==> src/rtl/game_supervisor.sv <==
`default_nettype none
// ============================================================================
// Module      : game_supervisor
// Description : Pong game-flow controller. Conditions the enter button,
//               divides clk into single-cycle tick strobes, sequences the
//               START/SERVE/PLAY/PAUSE/OVER screens, keeps per-player scores
//               and flags the winner.
// Revision    : 1.0 - initial release
// ============================================================================
module game_supervisor #(
  parameter int TICK_DIV        = 6000,
  parameter int DEBOUNCE_CYCLES = 60000,
  parameter int NUM_PLAYERS     = 2,
  parameter int SCORE_W         = 4,
  parameter int WIN_SCORE       = 9,
  parameter int SERVE_TICKS     = 60
) (
  input  logic                           clk,
  input  logic                           reset,
  input  logic                           button_enter,
  input  logic [NUM_PLAYERS-1:0]         point,
  input  logic                           pause_sel,
  output logic                           tick_game,
  output logic                           tick_menu,
  output logic                           enable_start,
  output logic                           enable_pause,
  output logic                           enable_game,
  output logic                           enable_over,
  output logic                           serve,
  output logic                           round_reset,
  output logic [NUM_PLAYERS*SCORE_W-1:0] score,
  output logic [NUM_PLAYERS-1:0]         winner
);

  localparam int DIV_W = $clog2(TICK_DIV);
  localparam int DEB_W = $clog2(DEBOUNCE_CYCLES + 1);
  localparam int SRV_W = $clog2(SERVE_TICKS + 1);
  localparam int IDX_W = $clog2(NUM_PLAYERS);

  localparam logic [DIV_W-1:0]   DIV_LAST = DIV_W'(TICK_DIV - 1);
  localparam logic [DEB_W-1:0]   DEB_LAST = DEB_W'(DEBOUNCE_CYCLES);
  localparam logic [SRV_W-1:0]   SRV_LOAD = SRV_W'(SERVE_TICKS);
  localparam logic [SRV_W-1:0]   SRV_ONE  = SRV_W'(1);
  localparam logic [SCORE_W-1:0] SCORE_ONE = SCORE_W'(1);
  localparam logic [SCORE_W-1:0] WIN_VAL  = SCORE_W'(WIN_SCORE);

  typedef enum logic [2:0] {
    ST_START = 3'd0,
    ST_SERVE = 3'd1,
    ST_PLAY  = 3'd2,
    ST_PAUSE = 3'd3,
    ST_OVER  = 3'd4
  } state_t;

  // Button conditioning
  logic [1:0]       sync_q;
  logic [DEB_W-1:0] deb_cnt;
  logic             deb_level;
  logic             deb_prev;
  logic             enter_pulse;

  // Tick divider
  logic [DIV_W-1:0] div_cnt;
  logic             strobe;

  // Game flow
  state_t           state;
  state_t           next_state;
  logic [SRV_W-1:0] serve_cnt;
  logic [SCORE_W-1:0] score_q [NUM_PLAYERS];

  logic               any_point;
  logic [IDX_W-1:0]   hit_idx;
  logic [SCORE_W-1:0] hit_score;
  logic               hit_wins;

  logic start_round;
  logic dec_serve;
  logic clear_scores;
  logic score_inc;
  logic set_winner;

  // Two-flop synchroniser for the asynchronous button
  always_ff @(posedge clk) begin
    if (reset) begin
      sync_q <= 2'b00;
    end else begin
      sync_q <= {sync_q[0], button_enter};
    end
  end

  // Debounce: the accepted level flips only after DEBOUNCE_CYCLES+1 consecutive disagreeing samples
  always_ff @(posedge clk) begin
    if (reset) begin
      deb_cnt   <= '0;
      deb_level <= 1'b0;
      deb_prev  <= 1'b0;
    end else begin
      deb_prev <= deb_level;
      if (sync_q[1] == deb_level) begin
        deb_cnt <= '0;
      end else if (deb_cnt == DEB_LAST) begin
        deb_level <= sync_q[1];
        deb_cnt   <= '0;
      end else begin
        deb_cnt <= deb_cnt + 1'b1;
      end
    end
  end

  assign enter_pulse = deb_level & ~deb_prev;

  // Free-running divider; never disturbed by screen changes
  always_ff @(posedge clk) begin
    if (reset) begin
      div_cnt <= '0;
    end else if (div_cnt == DIV_LAST) begin
      div_cnt <= '0;
    end else begin
      div_cnt <= div_cnt + 1'b1;
    end
  end

  assign strobe = (div_cnt == DIV_LAST);

  // Lowest-index scorer wins a simultaneous point; higher bits are dropped
  always_comb begin
    hit_idx   = '0;
    hit_score = '0;
    for (int i = NUM_PLAYERS - 1; i >= 0; i--) begin
      if (point[i]) begin
        hit_idx   = IDX_W'(i);
        hit_score = score_q[i];
      end
    end
  end

  assign any_point = |point;
  assign hit_wins  = ((hit_score + SCORE_ONE) == WIN_VAL);

  // Screen sequencing: next state and one-cycle control requests
  always_comb begin
    next_state   = state;
    start_round  = 1'b0;
    dec_serve    = 1'b0;
    clear_scores = 1'b0;
    score_inc    = 1'b0;
    set_winner   = 1'b0;
    case (state)
      ST_START: begin
        if (enter_pulse) begin
          next_state   = ST_SERVE;
          clear_scores = 1'b1;
          start_round  = 1'b1;
        end
      end
      ST_SERVE: begin
        if (strobe) begin
          dec_serve = 1'b1;
          if (serve_cnt <= SRV_ONE) begin
            next_state = ST_PLAY;
          end
        end
      end
      ST_PLAY: begin
        if (any_point) begin
          score_inc = 1'b1;
          if (hit_wins) begin
            next_state = ST_OVER;
            set_winner = 1'b1;
          end else begin
            next_state  = ST_SERVE;
            start_round = 1'b1;
          end
        end else if (enter_pulse) begin
          next_state = ST_PAUSE;
        end
      end
      ST_PAUSE: begin
        if (enter_pulse) begin
          next_state = pause_sel ? ST_START : ST_PLAY;
        end
      end
      ST_OVER: begin
        if (enter_pulse) begin
          next_state = ST_START;
        end
      end
      default: begin
        next_state = ST_START;
      end
    endcase
  end

  // State register
  always_ff @(posedge clk) begin
    if (reset) begin
      state <= ST_START;
    end else begin
      state <= next_state;
    end
  end

  // Serve countdown, loaded whenever a new round begins
  always_ff @(posedge clk) begin
    if (reset) begin
      serve_cnt <= '0;
    end else if (start_round) begin
      serve_cnt <= SRV_LOAD;
    end else if (dec_serve && serve_cnt != '0) begin
      serve_cnt <= serve_cnt - 1'b1;
    end
  end

  // Registered recentre pulse for the cycle after a round starts
  always_ff @(posedge clk) begin
    if (reset) begin
      round_reset <= 1'b0;
    end else begin
      round_reset <= start_round;
    end
  end

  // Per-player scores; saturate at WIN_SCORE so they can never wrap
  always_ff @(posedge clk) begin
    for (int i = 0; i < NUM_PLAYERS; i++) begin
      if (reset || clear_scores) begin
        score_q[i] <= '0;
      end else if (score_inc && hit_idx == IDX_W'(i) && score_q[i] != WIN_VAL) begin
        score_q[i] <= score_q[i] + SCORE_ONE;
      end
    end
  end

  // Winner is only ever visible while the OVER screen is shown
  always_ff @(posedge clk) begin
    if (reset) begin
      winner <= '0;
    end else if (set_winner) begin
      winner <= NUM_PLAYERS'(1) << hit_idx;
    end else if (next_state != ST_OVER) begin
      winner <= '0;
    end
  end

  for (genvar g = 0; g < NUM_PLAYERS; g++) begin : g_score_pack
    assign score[g*SCORE_W +: SCORE_W] = score_q[g];
  end

  assign tick_game    = strobe & (state == ST_PLAY);
  assign tick_menu    = strobe & (state != ST_PLAY);
  assign enable_start = (state == ST_START);
  assign enable_pause = (state == ST_PAUSE);
  assign enable_game  = (state == ST_SERVE) | (state == ST_PLAY);
  assign enable_over  = (state == ST_OVER);
  assign serve        = (state == ST_SERVE);

endmodule
`default_nettype wire
==> config.mk <==
export PLATFORM = sky130hd
export DESIGN_NAME = game_supervisor
export DESIGN_NICKNAME = d
export VERILOG_FILES = /design/src/rtl/game_supervisor.sv
export SDC_FILE = /design/constraint.sdc
export NUM_CORES = 1
export LEC_CHECK = 0
export ABC_AREA = 1
export CORE_MARGIN = 2
export CORE_UTILIZATION = 40
export DETAILED_ROUTE_END_ITERATION = 6
export SLEW_MARGIN = 20
export SYNTH_ARGS = -nofsm -noshare
export SYNTH_HDL_FRONTEND = slang
export SYNTH_SLANG_ARGS = --single-unit
==> constraint.sdc <==
create_clock -name clk -period 1.7 [get_ports clk]
set_input_delay 0.51 -clock clk [delete_from_list [all_inputs] [get_ports clk]]
set_output_delay 0.51 -clock clk [all_outputs]
set_load 0.005 [all_outputs]
# After elaboration in Yosys (flattened, before gate mapping)
# Memory sizes are Yosys's and may differ from the RTL's.
# Index checks and enable logic that the tools add are counted.
op_classes:
  n_addsub: 6
  n_lt_le_gt_ge: 1
  eq_ne: 12
  shifts: 1
  muxes: 40
  bitwise: 9
  reduce_logical: 15
op_table:
  columns: ["operator", "count"]
  rows:
  - ["2-to-1 mux 3 bit", 8]
  - ["2-to-1 mux 1 bit", 21]
  - ["adder 16 x 1 -> 16 bit (second input constant)", 1]
  - ["equality test 16 bit (second input constant)", 1]
  - ["2-to-1 mux 4 bit", 4]
  - ["one-hot mux 3 bit (5 select lines)", 1]
  - ["adder 13 x 1 -> 13 bit (second input constant)", 1]
  - ["equality test 13 bit (second input constant)", 1]
  - ["adder 4 x 1 -> 4 bit (second input constant)", 3]
  - ["2-to-1 mux 6 bit", 2]
  - ["!= test 4 bit (second input constant)", 2]
  - ["equality test 3 x 2 -> 1 bit (second input constant)", 2]
  - ["less-or-equal comparator 6 x 1 -> 1 bit (second input constant)", 1]
  - ["2-to-1 mux 2 bit", 3]
  - ["nonzero test 6 bit", 1]
  - ["OR reduction 2 bit", 3]
  - ["subtractor 6 x 1 -> 6 bit (second input constant)", 1]
  - ["logical AND 1 bit", 5]
  - ["equality test 4 bit (second input constant)", 1]
  - ["nonzero test 2 bit", 2]
  - ["bitwise AND 1 bit", 3]
  - ["equality test 3 x 1 -> 1 bit (second input constant)", 1]
  - ["equality test 3 bit (second input constant)", 1]
  - ["logical NOT 3 bit", 1]
  - ["10 further kinds", 14]
word_totals:
  ff_bits: 45
  mem_bits_rw: 8
  in_bits: 6
  out_inout_bits: 18
  wordCells: 95
  memories: 1
memory_table:
  columns: ["memory", "depth", "word_bits", "rd", "rd_clocked_by_memory_dff", "wr", "line", "rtl"]
  rows:
  - ["score_q", 2, 4, 2, 0, 2, "70", "logic [SCORE_W-1:0] score_q [NUM_PLAYERS];"]

# Longest topological paths before layout
logic_depth:
  depth_word: 10
  ltp_mapped: 11
  ltp_nobuf: 11

# Least setup slack after synthesis
# OpenSTA, ideal clock, no wires.
synth_timing:
  kind: "register -> output"
  start: "reg div_cnt[0]"
  end: "out tick_game"
  t_arrival_ns: 1.105
  t_required_ns: 1.190
  slack_ns: 0.085
  path_stages_with_launch: 8
  n_path_buf: 0
  cell_sequence: "dfxtp_1 ha_1 nand2_1 nor2_2 nand2_1 nor2_4 inv_1 nor2_1"
synth_via:
  elab_chain_len: 2
synth_lines:
  columns: ["item", "line", "rtl"]
  rows:
  - ["from (decl)", "63", "logic [DIV_W-1:0] div_cnt;"]
  - ["from (signal assigned)", "120", "div_cnt <= div_cnt + 1'b1;"]
  - ["equality test 13 bit", "124", "assign strobe = (div_cnt == DIV_LAST);"]
  - ["bitwise AND 1 bit", "250", "assign tick_game = strobe & (state == ST_PLAY);"]
  - ["to (decl)", "23", "output logic tick_game,"]
# No other way between the ends.

# Final worst setup path
# Ends and elaborated chain as after synthesis.

==> flow_summary.toml <==
[synthesis]
ys_warn_count = 0
synth_cell_types = 37
seq_area_frac_synth = 0.410
synthesis.area_um2 = 2780
synth_cells = 376
synth_nets = 391
syn_area_per_cell_um2 = 7.39
synth-seq-cells = 53

[worst_setup_path]
worstPathRequired_ns = 1.19
slowest_delay_ns = 0.37
worstSetupEndpointType = "output port"
cp-start-kind = "flop"
crit_buf_inv = 2
crit_arrival_ns = 1.39
critPathSlowestCell = "dfxtp_2"
path_common_cell = "nor2_4"
critical_path.cell_chain = "ha_4 > nand2_4 > nor2_4 > nand2_2 > nor2_4 > inv_2 > nor2_1 > buf_2"
path_class = "reg2out"
crit_family = "simple AND/OR/NAND/NOR gates"
crit_fanout = 3

[clocking]
ctsHoldBuffers = 0
clock-sinks = 53
numCtsBuffers = 5
clkTransAtPathRegs_ns = 0.09
cts_tree = "done"
cts_max_path_buffers = 2
htree_levels = 2
clock_latency_ns = 0.31
clockRootBuffer = "clkbuf_8"

[final_layout]
drive_gt1_frac = 0.314
area_growth_syn_to_layout_pct = 40.8
nFillCells = 639
diodes = 0
final_cell_count_no_fill = 558
multiInputGateArea_um2 = 1570
fin_nets = 492
register_area_um2 = 1150

[power]
p_per_area_nw_per_um2 = 558
power_uw = 2180
p_leak_uw = 0.00161
irDropWorstVdd_v = 0.000445

[floorplanning]
die_h_um = 87.4
placementRows = 30
io_pins = 24
floorplan.die_area_um2 = 7630
die_x_um = 87.4
floorplan.core_area_um2 = 6760
initial_core_util = 0.411

[sta]
whs_ns = 0.418
clock.fmax_mhz = 525
setup_violations = 6
fin_ws_ns = -0.204
finalCritPeriodShare = 1.12
finalCriticalPeriod_ns = 1.90
maxSlewViolCount = 0
worst_pin_slew_ns = 0.348
finalHoldViolations = 0
setup_tns_ns = -0.609
finClkSkew_ns = 0.00263
grt_setup_unrepaired = "yes"
maxSlewHeadroom = 0.766

[drt]
vias = 2742
drt_iter0_drc = 127
drtAntennaViolNets = 0
drcViolationCount = 0
wl_um = 6660
wl_per_cell_um = 11.9
vias_per_cell = 4.91
drtPass1Iterations = 4

[grt]
grt_overflow = 0
grt_pass1_vias = 2443
antenna_found_initial = 0
grt_max_degree = 17
grt_pass1_wl_um = 11000
track_usage = 0.181

[placed_design]
pre_cts_ws_ns = -0.365
place_inst = 519
dp_hpwl_um = 4690
gp_congestion = 0.845
io_buffers = 23

[status]
violations = "setup timing"
outcome = "complete, but fails checks"

[run]
drv_cap = 0

[hold_path]
hold_class = "reg2reg"
[Yosys cell counts]
master	instances	share of area
edfxtp_1	8	0.086
a31oi_1	3	0.0068
a211oi_1	1	0.0027
or2_2	2	0.0045
nor4_2	2	0.0090
o22ai_1	1	0.0023
nor3_2	1	0.0036
nand3_1	29	0.052
buf_4	2	0.0054
xnor2_1	2	0.0063
nor2_1	54	0.073
dfxtp_1	45	0.32
nor3_1	11	0.020
inv_1	45	0.061
clkbuf_2	1	0.0018
or2_0	5	0.011
nor2_2	3	0.0068
or3_1	1	0.0023
a21oi_1	28	0.050
clkbuf_1	1	0.0013
nand2_2	3	0.0068
nor4_1	1	0.0023
inv_2	4	0.0054
nand2_1	73	0.099
o21bai_1	1	0.0027
ha_1	9	0.041
nand3_2	1	0.0036
a41oi_1	1	0.0032
nand3b_1	3	0.0081
nor3b_1	4	0.011
nand4_1	11	0.025
o211ai_1	1	0.0027
nor2_4	5	0.020
nor3_4	2	0.012
o21ai_0	7	0.013
xor2_1	4	0.013
a21oi_2	1	0.0032
[layer usage]
metal	part of all wire	up-vias	global-route usage	wire length (um)
li1	-	1432	-	-
met1	0.47	1268	0.245	3150
met2	0.49	37	0.294	3270
met3	0.029	5	0.0427	191
met4	0.0081	0	0.0378	54
met5	0	-	0	0
[cell type report]
class / instances / area share
clock inverters: 1 / 0.00192
inverters: 49 / 0.0483
well taps: 80 / 0.0256
multi-input cells: 270 / 0.402
flip-flops and latches: 53 / 0.295
clock buffers: 7 / 0.0221
repair buffers: 98 / 0.205
[flip-flops by register name, summed over array words and instances, names as in the netlist]
register	count
deb_cnt	16
deb_level	1
deb_prev	1
div_cnt	13
round_reset	1
score_q	8
serve_cnt	6
state	3
sync_q	2
winner	2
[worst reg2reg max path, stage by stage, from the launching register on]
cell	delay (ns)
dfxtp_2	0.37
ha_4	0.15
nand2_4	0.05
nor2_4	0.09
buf_4	0.11
buf_4	0.08
buf_4	0.11
inv_4	0.04
nor2_4	0.10
nand2_4	0.07
nor2_4	0.13
inv_2	0.07
or2_1	0.22
a21oi_2	0.10
[cells in the final DEF (no fill, tap or decap), types with 2 or more instances in the layout]
cell type / instances
nand3_1: 26
xor2_1: 4
or2_0: 4
a31oi_1: 2
nor2_4: 9
nor2_1: 49
nand3_4: 2
inv_2: 10
dfxtp_2: 5
buf_4: 67
dlymetal6s2s_1: 2
xnor2_1: 2
nand2_2: 7
a21oi_1: 27
buf_6: 11
ha_1: 7
dfxtp_1: 38
o21ai_0: 5
clkdlybuf4s50_1: 7
dlygate4sd2_1: 7
nor3b_1: 3
clkbuf_8: 6
nand3b_1: 3
nor2_2: 4
nor3_4: 3
buf_2: 4
nand2_1: 66
nand2_4: 3
nand4_1: 11
inv_1: 37
inv_4: 2
nor4_2: 2
nand3_2: 2
a21oi_2: 2
nor3_1: 10
dfxtp_4: 2
edfxtp_1: 8
[through the flow]
step | utilization | cell area, um2
floorplan | - | 2780
global placement | 0.506 | 3420
detailed placement | 0.506 | 3420
CTS | 0.554 | 3750
global route | 0.579 | 3920
finish | 0.579 | 3920
[worst paths after layout]
kind                         start                    end  slack, ns  cells after the start
min reg2reg   sync_q[0]$_SDFF_PP0_   sync_q[1]$_SDFF_PP0_       0.42                      2
max reg2reg  div_cnt[0]$_SDFF_PP0_  div_cnt[8]$_SDFF_PP0_      -0.05                     13
max          div_cnt[0]$_SDFF_PP0_              tick_game      -0.20                      8
min           sync_q[0]$_SDFF_PP0_   sync_q[1]$_SDFF_PP0_       0.42                      2
[where the power goes]
group / internal (uW) / leakage, uW / switching [uW]
Clock: 332 / 0.0000445 / 426
Sequential: 1280 / 0.000450 / 11.7
Combinational: 67.1 / 0.00112 / 63.3
[cells by family after synthesis]
group                    share of synthesized area
AND/OR/NAND/NOR                              0.369
flip-flops                                   0.410
XOR/XNOR                                    0.0189
adder cells (fa/ha/maj)                     0.0405
buffers and inverters                       0.0747
AO/OA/AOI/OAI                               0.0864
[repair_timing]
item	CTS	global route
pin swaps	8	23
buffers inserted	23	11
endpoints found under the setup margin	28	60
resized for setup	65	39
No activity file was read; power rests on OpenSTA's default activity.
